**src/rtl/response_block_pe_ot.sv**
```systemverilog
// ---------------------------------------------------------------------------
// response_block_pe_ot
//
// Per-PE request/response block. It routes one master's requests to N_SLAVE
// peripheral ports and merges their responses back into one stream. It also:
//   - tracks up to MAX_OUTSTANDING granted-but-unanswered requests,
//   - keeps all outstanding requests on a single target, so responses
//     return in order,
//   - answers unmapped slave indices from an internal error slave
//     (rdata 0, opc 1),
//   - can register the response path (REG_RESPONSE=1) or leave it
//     combinational (REG_RESPONSE=0).
//
// Ports
//   clk, rst          clock, asynchronous active-high reset
//   data_req_i        master request
//   data_add_i        master address; [PE_ROUTING_MSB:PE_ROUTING_LSB] is the
//                     slave index
//   data_gnt_o        grant to master
//   data_req_o        one-hot request to the slave trees
//   data_gnt_i        per-slave grant
//   data_ID_o         constant one-hot master ID (bit ID set)
//   data_r_valid_i    per-slave response valid
//   data_r_rdata_i    per-slave response data
//   data_r_opc_i      per-slave response error flag
//   data_r_valid_o    merged response valid
//   data_r_rdata_o    merged response data
//   data_r_opc_o      merged response error flag
//   outstanding_o     current outstanding count (registered)
//   err_o             sticky flag: a spurious response was seen
//
// Handshake: a request transfers in the cycle where data_req_i and
// data_gnt_o are both high. Responses carry no back-pressure. A response is
// taken in the cycle its valid is high, as long as it comes from the target
// that owns the outstanding requests.
// ---------------------------------------------------------------------------
module response_block_pe_ot #(
    parameter int N_SLAVE         = 8,
    parameter int DATA_WIDTH      = 32,
    parameter int ADDR_WIDTH      = 32,
    parameter int ID_WIDTH        = 17,
    parameter int ID              = 1,
    parameter int PE_ROUTING_LSB  = 10,
    parameter int PE_ROUTING_MSB  = 13,
    parameter int MAX_OUTSTANDING = 4,
    parameter int REG_RESPONSE    = 1
) (
    input  logic                                 clk,
    input  logic                                 rst,
    input  logic                                 data_req_i,
    input  logic [ADDR_WIDTH-1:0]                data_add_i,
    output logic                                 data_gnt_o,
    output logic [N_SLAVE-1:0]                   data_req_o,
    input  logic [N_SLAVE-1:0]                   data_gnt_i,
    output logic [ID_WIDTH-1:0]                  data_ID_o,
    input  logic [N_SLAVE-1:0]                   data_r_valid_i,
    input  logic [N_SLAVE-1:0][DATA_WIDTH-1:0]   data_r_rdata_i,
    input  logic [N_SLAVE-1:0]                   data_r_opc_i,
    output logic                                 data_r_valid_o,
    output logic [DATA_WIDTH-1:0]                data_r_rdata_o,
    output logic                                 data_r_opc_o,
    output logic [$clog2(MAX_OUTSTANDING+1)-1:0] outstanding_o,
    output logic                                 err_o
);

    localparam int IW = PE_ROUTING_MSB - PE_ROUTING_LSB + 1;
    // The target code needs one value beyond the real slaves for the error slave.
    localparam int TW = $clog2(N_SLAVE + 1);
    localparam int CW = $clog2(MAX_OUTSTANDING + 1);

    // Decode
    logic [IW-1:0] idx;
    logic          tgt_err;
    logic [TW-1:0] tgt;

    // State
    logic [CW-1:0] cnt_q, cnt_d;
    logic [TW-1:0] cur_tgt_q, cur_tgt_d;
    logic          err_pend_q, err_pend_d;
    logic          err_q, err_d;

    // Request path
    logic          ok;
    logic          slv_gnt;
    logic          grant;

    // Response path
    logic [N_SLAVE-1:0]    exp_mask;
    logic                  slv_valid;
    logic [DATA_WIDTH-1:0] slv_rdata;
    logic                  slv_opc;
    logic                  accept;
    logic [DATA_WIDTH-1:0] src_rdata;
    logic                  src_opc;
    logic                  spurious;

    // Only the routing field of the address is used.
    logic unused_addr;
    assign unused_addr = ^data_add_i;

    assign data_ID_o = {{(ID_WIDTH-1){1'b0}}, 1'b1} << ID;

    // Decode: indices past the last slave map to the error slave.
    always_comb begin
        idx     = data_add_i[PE_ROUTING_MSB:PE_ROUTING_LSB];
        tgt_err = (32'(idx) >= N_SLAVE);
        tgt     = tgt_err ? TW'(N_SLAVE) : TW'(idx);
    end

    // Issue is allowed when the block is idle, or when the request goes to the
    // same target and the block is not full. Both use the registered count, so
    // a slot freed by a response can only be reused in the next cycle.
    assign ok = ((cnt_q == '0) || (tgt == cur_tgt_q)) &&
                (cnt_q < CW'(MAX_OUTSTANDING));

    always_comb begin
        data_req_o = '0;
        slv_gnt    = 1'b0;
        for (int k = 0; k < N_SLAVE; k++) begin
            if (!tgt_err && (tgt == TW'(k))) begin
                data_req_o[k] = data_req_i & ok;
                slv_gnt       = data_gnt_i[k];
            end
        end
        // The error slave grants immediately and raises no request.
        data_gnt_o = ok & (tgt_err ? data_req_i : slv_gnt);
    end

    assign grant = data_req_i & data_gnt_o;

    // Response select. Only the slave that owns the outstanding requests can
    // be accepted. Valid from any other slave is spurious and is dropped.
    always_comb begin
        exp_mask  = '0;
        slv_valid = 1'b0;
        slv_rdata = '0;
        slv_opc   = 1'b0;
        for (int k = 0; k < N_SLAVE; k++) begin
            if ((cnt_q != '0) && (cur_tgt_q == TW'(k))) begin
                exp_mask[k] = 1'b1;
                slv_valid   = data_r_valid_i[k];
                slv_rdata   = data_r_rdata_i[k];
                slv_opc     = data_r_opc_i[k];
            end
        end
        // err_pend only exists while cur_tgt is the error slave, so it can
        // never collide with a real slave response.
        accept    = err_pend_q | slv_valid;
        src_rdata = err_pend_q ? '0   : slv_rdata;
        src_opc   = err_pend_q ? 1'b1 : slv_opc;
        spurious  = |(data_r_valid_i & ~exp_mask);
    end

    // Next state
    always_comb begin
        cnt_d      = cnt_q + CW'(grant) - CW'(accept);
        cur_tgt_d  = grant ? tgt : cur_tgt_q;
        // The pending error response is always accepted in the cycle it is
        // high, so the flag only lives for the cycle after an error grant.
        err_pend_d = grant & tgt_err;
        err_d      = err_q | spurious;
    end

    always_ff @(posedge clk or posedge rst) begin
        if (rst) begin
            cnt_q      <= '0;
            cur_tgt_q  <= '0;
            err_pend_q <= 1'b0;
            err_q      <= 1'b0;
        end else begin
            cnt_q      <= cnt_d;
            cur_tgt_q  <= cur_tgt_d;
            err_pend_q <= err_pend_d;
            err_q      <= err_d;
        end
    end

    assign outstanding_o = cnt_q;
    assign err_o         = err_q;

    // Response output stage
    generate
        if (REG_RESPONSE != 0) begin : g_reg_rsp
            logic                  r_valid_q;
            logic [DATA_WIDTH-1:0] r_rdata_q;
            logic                  r_opc_q;

            // Data and opc keep their last value while valid is low.
            always_ff @(posedge clk or posedge rst) begin
                if (rst) begin
                    r_valid_q <= 1'b0;
                    r_rdata_q <= '0;
                    r_opc_q   <= 1'b0;
                end else begin
                    r_valid_q <= accept;
                    if (accept) begin
                        r_rdata_q <= src_rdata;
                        r_opc_q   <= src_opc;
                    end
                end
            end

            assign data_r_valid_o = r_valid_q;
            assign data_r_rdata_o = r_rdata_q;
            assign data_r_opc_o   = r_opc_q;
        end else begin : g_comb_rsp
            assign data_r_valid_o = accept;
            assign data_r_rdata_o = accept ? src_rdata : '0;
            assign data_r_opc_o   = accept & src_opc;
        end
    endgenerate

endmodule

```
**config.mk**
```make
export PLATFORM = sky130hd
export DESIGN_NAME = response_block_pe_ot
export DESIGN_NICKNAME = d
export VERILOG_FILES = /design/src/rtl/response_block_pe_ot.sv
export SDC_FILE = /design/constraint.sdc
export NUM_CORES = 1
export LEC_CHECK = 0
export CAP_MARGIN = 20
export CORE_AREA = 3 3 148 150
export CTS_BUF_LIST = sky130_fd_sc_hd__clkbuf_4
export CTS_CLUSTER_SIZE = 20
export DETAILED_ROUTE_END_ITERATION = 12
export DIE_AREA = 0 0 151 153
export DONT_BUFFER_PORTS = 1
export HOLD_SLACK_MARGIN = 0.05
export PLACE_DENSITY = 0.33
export SLEW_MARGIN = 20
export SYNTH_ARGS = -nofsm -noshare
export SYNTH_HDL_FRONTEND = slang
export SYNTH_SLANG_ARGS = --single-unit
```
**constraint.sdc**
```tcl
create_clock -name clk -period 6.42 [get_ports clk]
set_input_delay 0.321 -clock clk [delete_from_list [all_inputs] [get_ports clk]]
set_output_delay 0.321 -clock clk [all_outputs]
set_load 0.01 [all_outputs]
```
==> metrics.md <==
| Metric | Value |
|---|---|
| Gp weighted congestion | `0.738` |
| R2R Setup Slk | `2.90 ns` |
| Total core area | `0.0208 mm^2` |
| Total Power | `0.00245 W` |
| Synth Area in Compound Gates | `31.2%` |
| Final routed wire length divided by cell count | `26.0 um` |
| Number of hold violations in the final report | `0` |
| Total Routing Usage GR | `16.8%` |
| Total Die Area | `0.0231 mm^2` |
| Capturing point of the worst reg2reg path | `outstanding_o[2]` |
| Achievable clock frequency | `284 MHz` |
| Commonest non-fill, non-tap cell in the layout | `sky130_fd_sc_hd__mux2_2` |
| Setup repair after global routing missed its margin | `no` |
| Critical Path RT | `6.70 ns` |
| Combinational Power Share | `69.1%` |
| Setup violations, final | `0` |
| Path type of the worst setup path | `reg2reg` |
| Post-route antenna net violation count | `0` |
| Final Slew Violations | `0` |
| Fin worst setup slack | `2.90 ns` |
| Power density normalized to cell area | `490 mW/mm^2` |
| Path class of the lowest-slack min-delay path | `in2reg` |
| Proportion of register bits with asynchronous set or reset after synthesis | `100%` |
| Post-synthesis cell type with the largest combined area | `sky130_fd_sc_hd__dfrtp_1` |
| Crit path capture | `outstanding_o[2]` |
| Synth top area cells | `sky130_fd_sc_hd__dfrtp_1, sky130_fd_sc_hd__mux2_2, sky130_fd_sc_hd__mux2i_1, sky130_fd_sc_hd__o22ai_1, sky130_fd_sc_hd__a21oi_1` |
| Most used cells in the layout excluding fill and tap cells | `sky130_fd_sc_hd__mux2_2, sky130_fd_sc_hd__a21oi_1, sky130_fd_sc_hd__o22ai_1, sky130_fd_sc_hd__mux2i_1, sky130_fd_sc_hd__dfrtp_1` |
| Area share of fa/ha/maj cells after synthesis | `0.933%` |
| TritonCTS Buffers | `5` |
| CTS tree | `yes` |
| Final HPWL from detailed placement | `14800 um` |
| Stages on worst setup path | `12` |
| Number of enable flip-flop cells after synthesis | `0` |
| Number of I/O pins | `379` |
| Area taken by multi-input logic gates | `0.00329 mm^2` |
| Worst-Margin Slew | `0.977 ns` |
| Kind of end point of the critical path | `register` |
| FP Rows | `53` |
| Portion of synthesized cell area occupied by the leading cell type | `22.3%` |
| Area Overhead vs Synth | `3.68%` |
| First-pass GRT wire length | `29100 um` |
| Post-synthesis simple-gate area fraction | `7.75%` |
| Crit Path Max Fanout | `36` |
| Synth warn | `0` |
| CP startpoint kind | `register` |
| Cell depth of the worst flop-to-flop path | `12` |
| Share of total power consumed by net switching | `54.3%` |
| Largest voltage drop on the vdd net | `0.261 mV` |
| Relative max-transition margin | `34.9%` |
| Via count of the first global-routing pass | `4611` |
| Number of detailed-route iterations in the first pass | `5` |
| Share of power burned in the clock network | `6.1%` |
| Count of distinct cell types in the synthesized netlist | `56` |
| Number of violations of the max-capacitance limit | `0` |
| Data arrival time of the critical path | `3.80 ns` |
| Total of fill cells in the finished design | `2294` |
| Area taken by flip-flops and latches | `0.00108 mm^2` |
| Critical Path, Cell by Cell | `buf_4 -> xnor2_1 -> a31oi_4 -> a211oi_4 -> inv_1 -> ha_1 -> inv_1 -> ha_1 -> inv_1 -> fa_1 -> xnor2_1 -> xnor2_1` |
| Total overflow reported by the global router | `0` |
| Internal Power | `0.00112 W` |
| Post-Synthesis Cells | `558` |
| Result of the run | `finished clean` |
| XOR/XNOR Fraction of Synth Area | `0.544%` |
| Seq cells post-synth | `43` |
| Buffers and inverters on the worst path | `4` |
| Critical register-to-register path startpoint | `cur_tgt_q[2]` |
| Final-stage net count | `835` |
| Root buffer cell | `sky130_fd_sc_hd__clkbuf_4` |
| CTS H-Tree Depth | `2` |
| Placed cells | `783` |
| Switching power total | `0.00133 W` |
| Mean instance size in the synthesized netlist | `8.65 um^2` |
| Clock tree sinks | `43` |
| Sequential area share after synthesis | `22.3%` |
| Y dimension of the die | `153 um` |
| Final Critical Period | `3.52 ns` |
| Violation count after the first detailed-routing iteration | `188` |
| Layout cells sized above 1 | `20.1%` |
| Post-CTS Setup Bufs | `0` |
| Starting utilization of the core area | `23.2%` |
| Cell type group with the largest total delay on the critical path | `flip-flops` |
| Count of placed standard cells in the final layout, fillers left out | `794` |
| Buffers added on ports | `0` |
| Crit-path slowest cell | `sky130_fd_sc_hd__dfrtp_2` |
| Setup Skew | `0.0183 ns` |
| Clk slew on worst S/H paths | `0.14 ns` |
| Bufs on Longest Clock Path | `2` |
| Number of instances resized during post-cts repair | `0` |
| Leakage power of the design | `1.72 nW` |
| Sequential share of power | `24.7%` |
| Overall die width | `151 um` |
| Dominant register cell in the synthesized netlist | `sky130_fd_sc_hd__dfrtp_1` |
| Crit-path max cell delay | `0.93 ns` |
| Largest family of logic cells by synthesized area | `compound AO/OA/AOI/OAI gates` |
| Average vias per placed instance | `5.59` |
| DP Worst Slack | `2.85 ns` |
| Aggregate routed wire length | `20600 um` |
| Insertion delay to the later sink of the worst-skew pair | `0.40 ns` |
| Area of the mapped netlist | `0.00483 mm^2` |
| CTS hold repair buffers | `2` |
| Final Cycle Share | `54.8%` |
| Maximum number of pins on one net before global-route repair | `80` |
| Antenna violations before repair | `1` |
| Worst setup startpoint | `cur_tgt_q[2]` |
| Final TNS setup | `0 ns` |
| Remaining design rule violation count | `0` |
| Fraction of synthesized area in multiplexers | `25.5%` |
| Number of vias in the routed layout | `4440` |
## routing by layer
| metal | wire length (um) | share of wire (%) | GRT usage, % |
|---|---|---|---|
| met1 | 8030 | 39 | 20.0 |
| met2 | 10900 | 53 | 30.7 |
| met3 | 1580 | 7.7 | 3.88 |
| met4 | 153 | 0.74 | 3.02 |
| met5 | 0 | 0 | 0 |
## registers in the layout, indices dropped and copies added (netlist names)
name	count
err_pend_q	1
data_r_rdata_o	32
err_o	1
outstanding_o	3
data_r_opc_o	1
data_r_valid_o	1
cur_tgt_q	4
## through the flow
step,util [%],cell area (um^2),hold WS (ns)
6_report,24.0,5000,0.102
2_1_floorplan,-,4880,0.496
3_5_place_dp,23.7,4930,0.455
3_3_place_gp,23.6,4920,0.455
4_1_cts,24.0,5000,0.0654
5_1_grt,24.0,5000,0.0603
## power by group through the flow
stage	clock network [W]	logic, W	registers [W]
final	0.000150	0.00170	0.000607
after global routing	0.000173	0.00187	0.000629
after CTS	0.000164	0.00172	0.000613
after detailed placement	0	0.00171	0.000619
after global placement	0	0.00169	0.000620
after floorplan	0	0.00141	0.000488
## cell type report
type / count / area share [%]
Multi-Input combinational cell: 417 / 65.7
Sequential cell: 43 / 21.6
Tap cell: 275 / 6.88
Inverter: 39 / 2.98
Timing Repair Buffer: 11 / 1.75
Clock buffer: 6 / 0.900
Clock inverter: 2 / 0.150
Antenna cell: 1 / 0.0500
## Yosys cell counts, types with 23 or more instances
| master | count |
|---|---|
| sky130_fd_sc_hd__buf_2 | 23 |
| sky130_fd_sc_hd__mux2i_1 | 41 |
| sky130_fd_sc_hd__a32o_1 | 24 |
| sky130_fd_sc_hd__mux2_2 | 61 |
| sky130_fd_sc_hd__o21ai_0 | 28 |
| sky130_fd_sc_hd__a21oi_1 | 59 |
| sky130_fd_sc_hd__clkbuf_1 | 23 |
| sky130_fd_sc_hd__o22ai_1 | 53 |
| sky130_fd_sc_hd__dfrtp_1 | 43 |
| sky130_fd_sc_hd__buf_4 | 24 |
| sky130_fd_sc_hd__inv_1 | 38 |
| sky130_fd_sc_hd__a211oi_1 | 27 |
## cells by family (layout without fill, tap and decap cells)
family                   count (synthesis)  count (layout)
AO/OA/AOI/OAI                          223             223
XOR/XNOR                                 3               3
adder cells (fa/ha/maj)                  3               3
buffers and inverters                  113              58
flip-flops                              43              43
multiplexers                           108             108
other                                    2              18
AND/OR/NAND/NOR                         63              63
## how the worst min path moves through the flow
stage          cells past startpoint           end  slack [ns]            from
2_1_floorplan                      2  cur_tgt_q[2]        0.50  data_add_i[12]
3_3_place_gp                       1  cur_tgt_q[3]        0.46  data_add_i[13]
3_5_place_dp                       1    err_pend_q        0.46  data_add_i[13]
4_1_cts                            2  cur_tgt_q[2]        0.07  data_add_i[12]
5_1_grt                            2  cur_tgt_q[2]        0.06  data_add_i[12]
6_report                           2  cur_tgt_q[2]        0.10  data_add_i[12]
No activity file was read; power rests on OpenSTA's default activity.
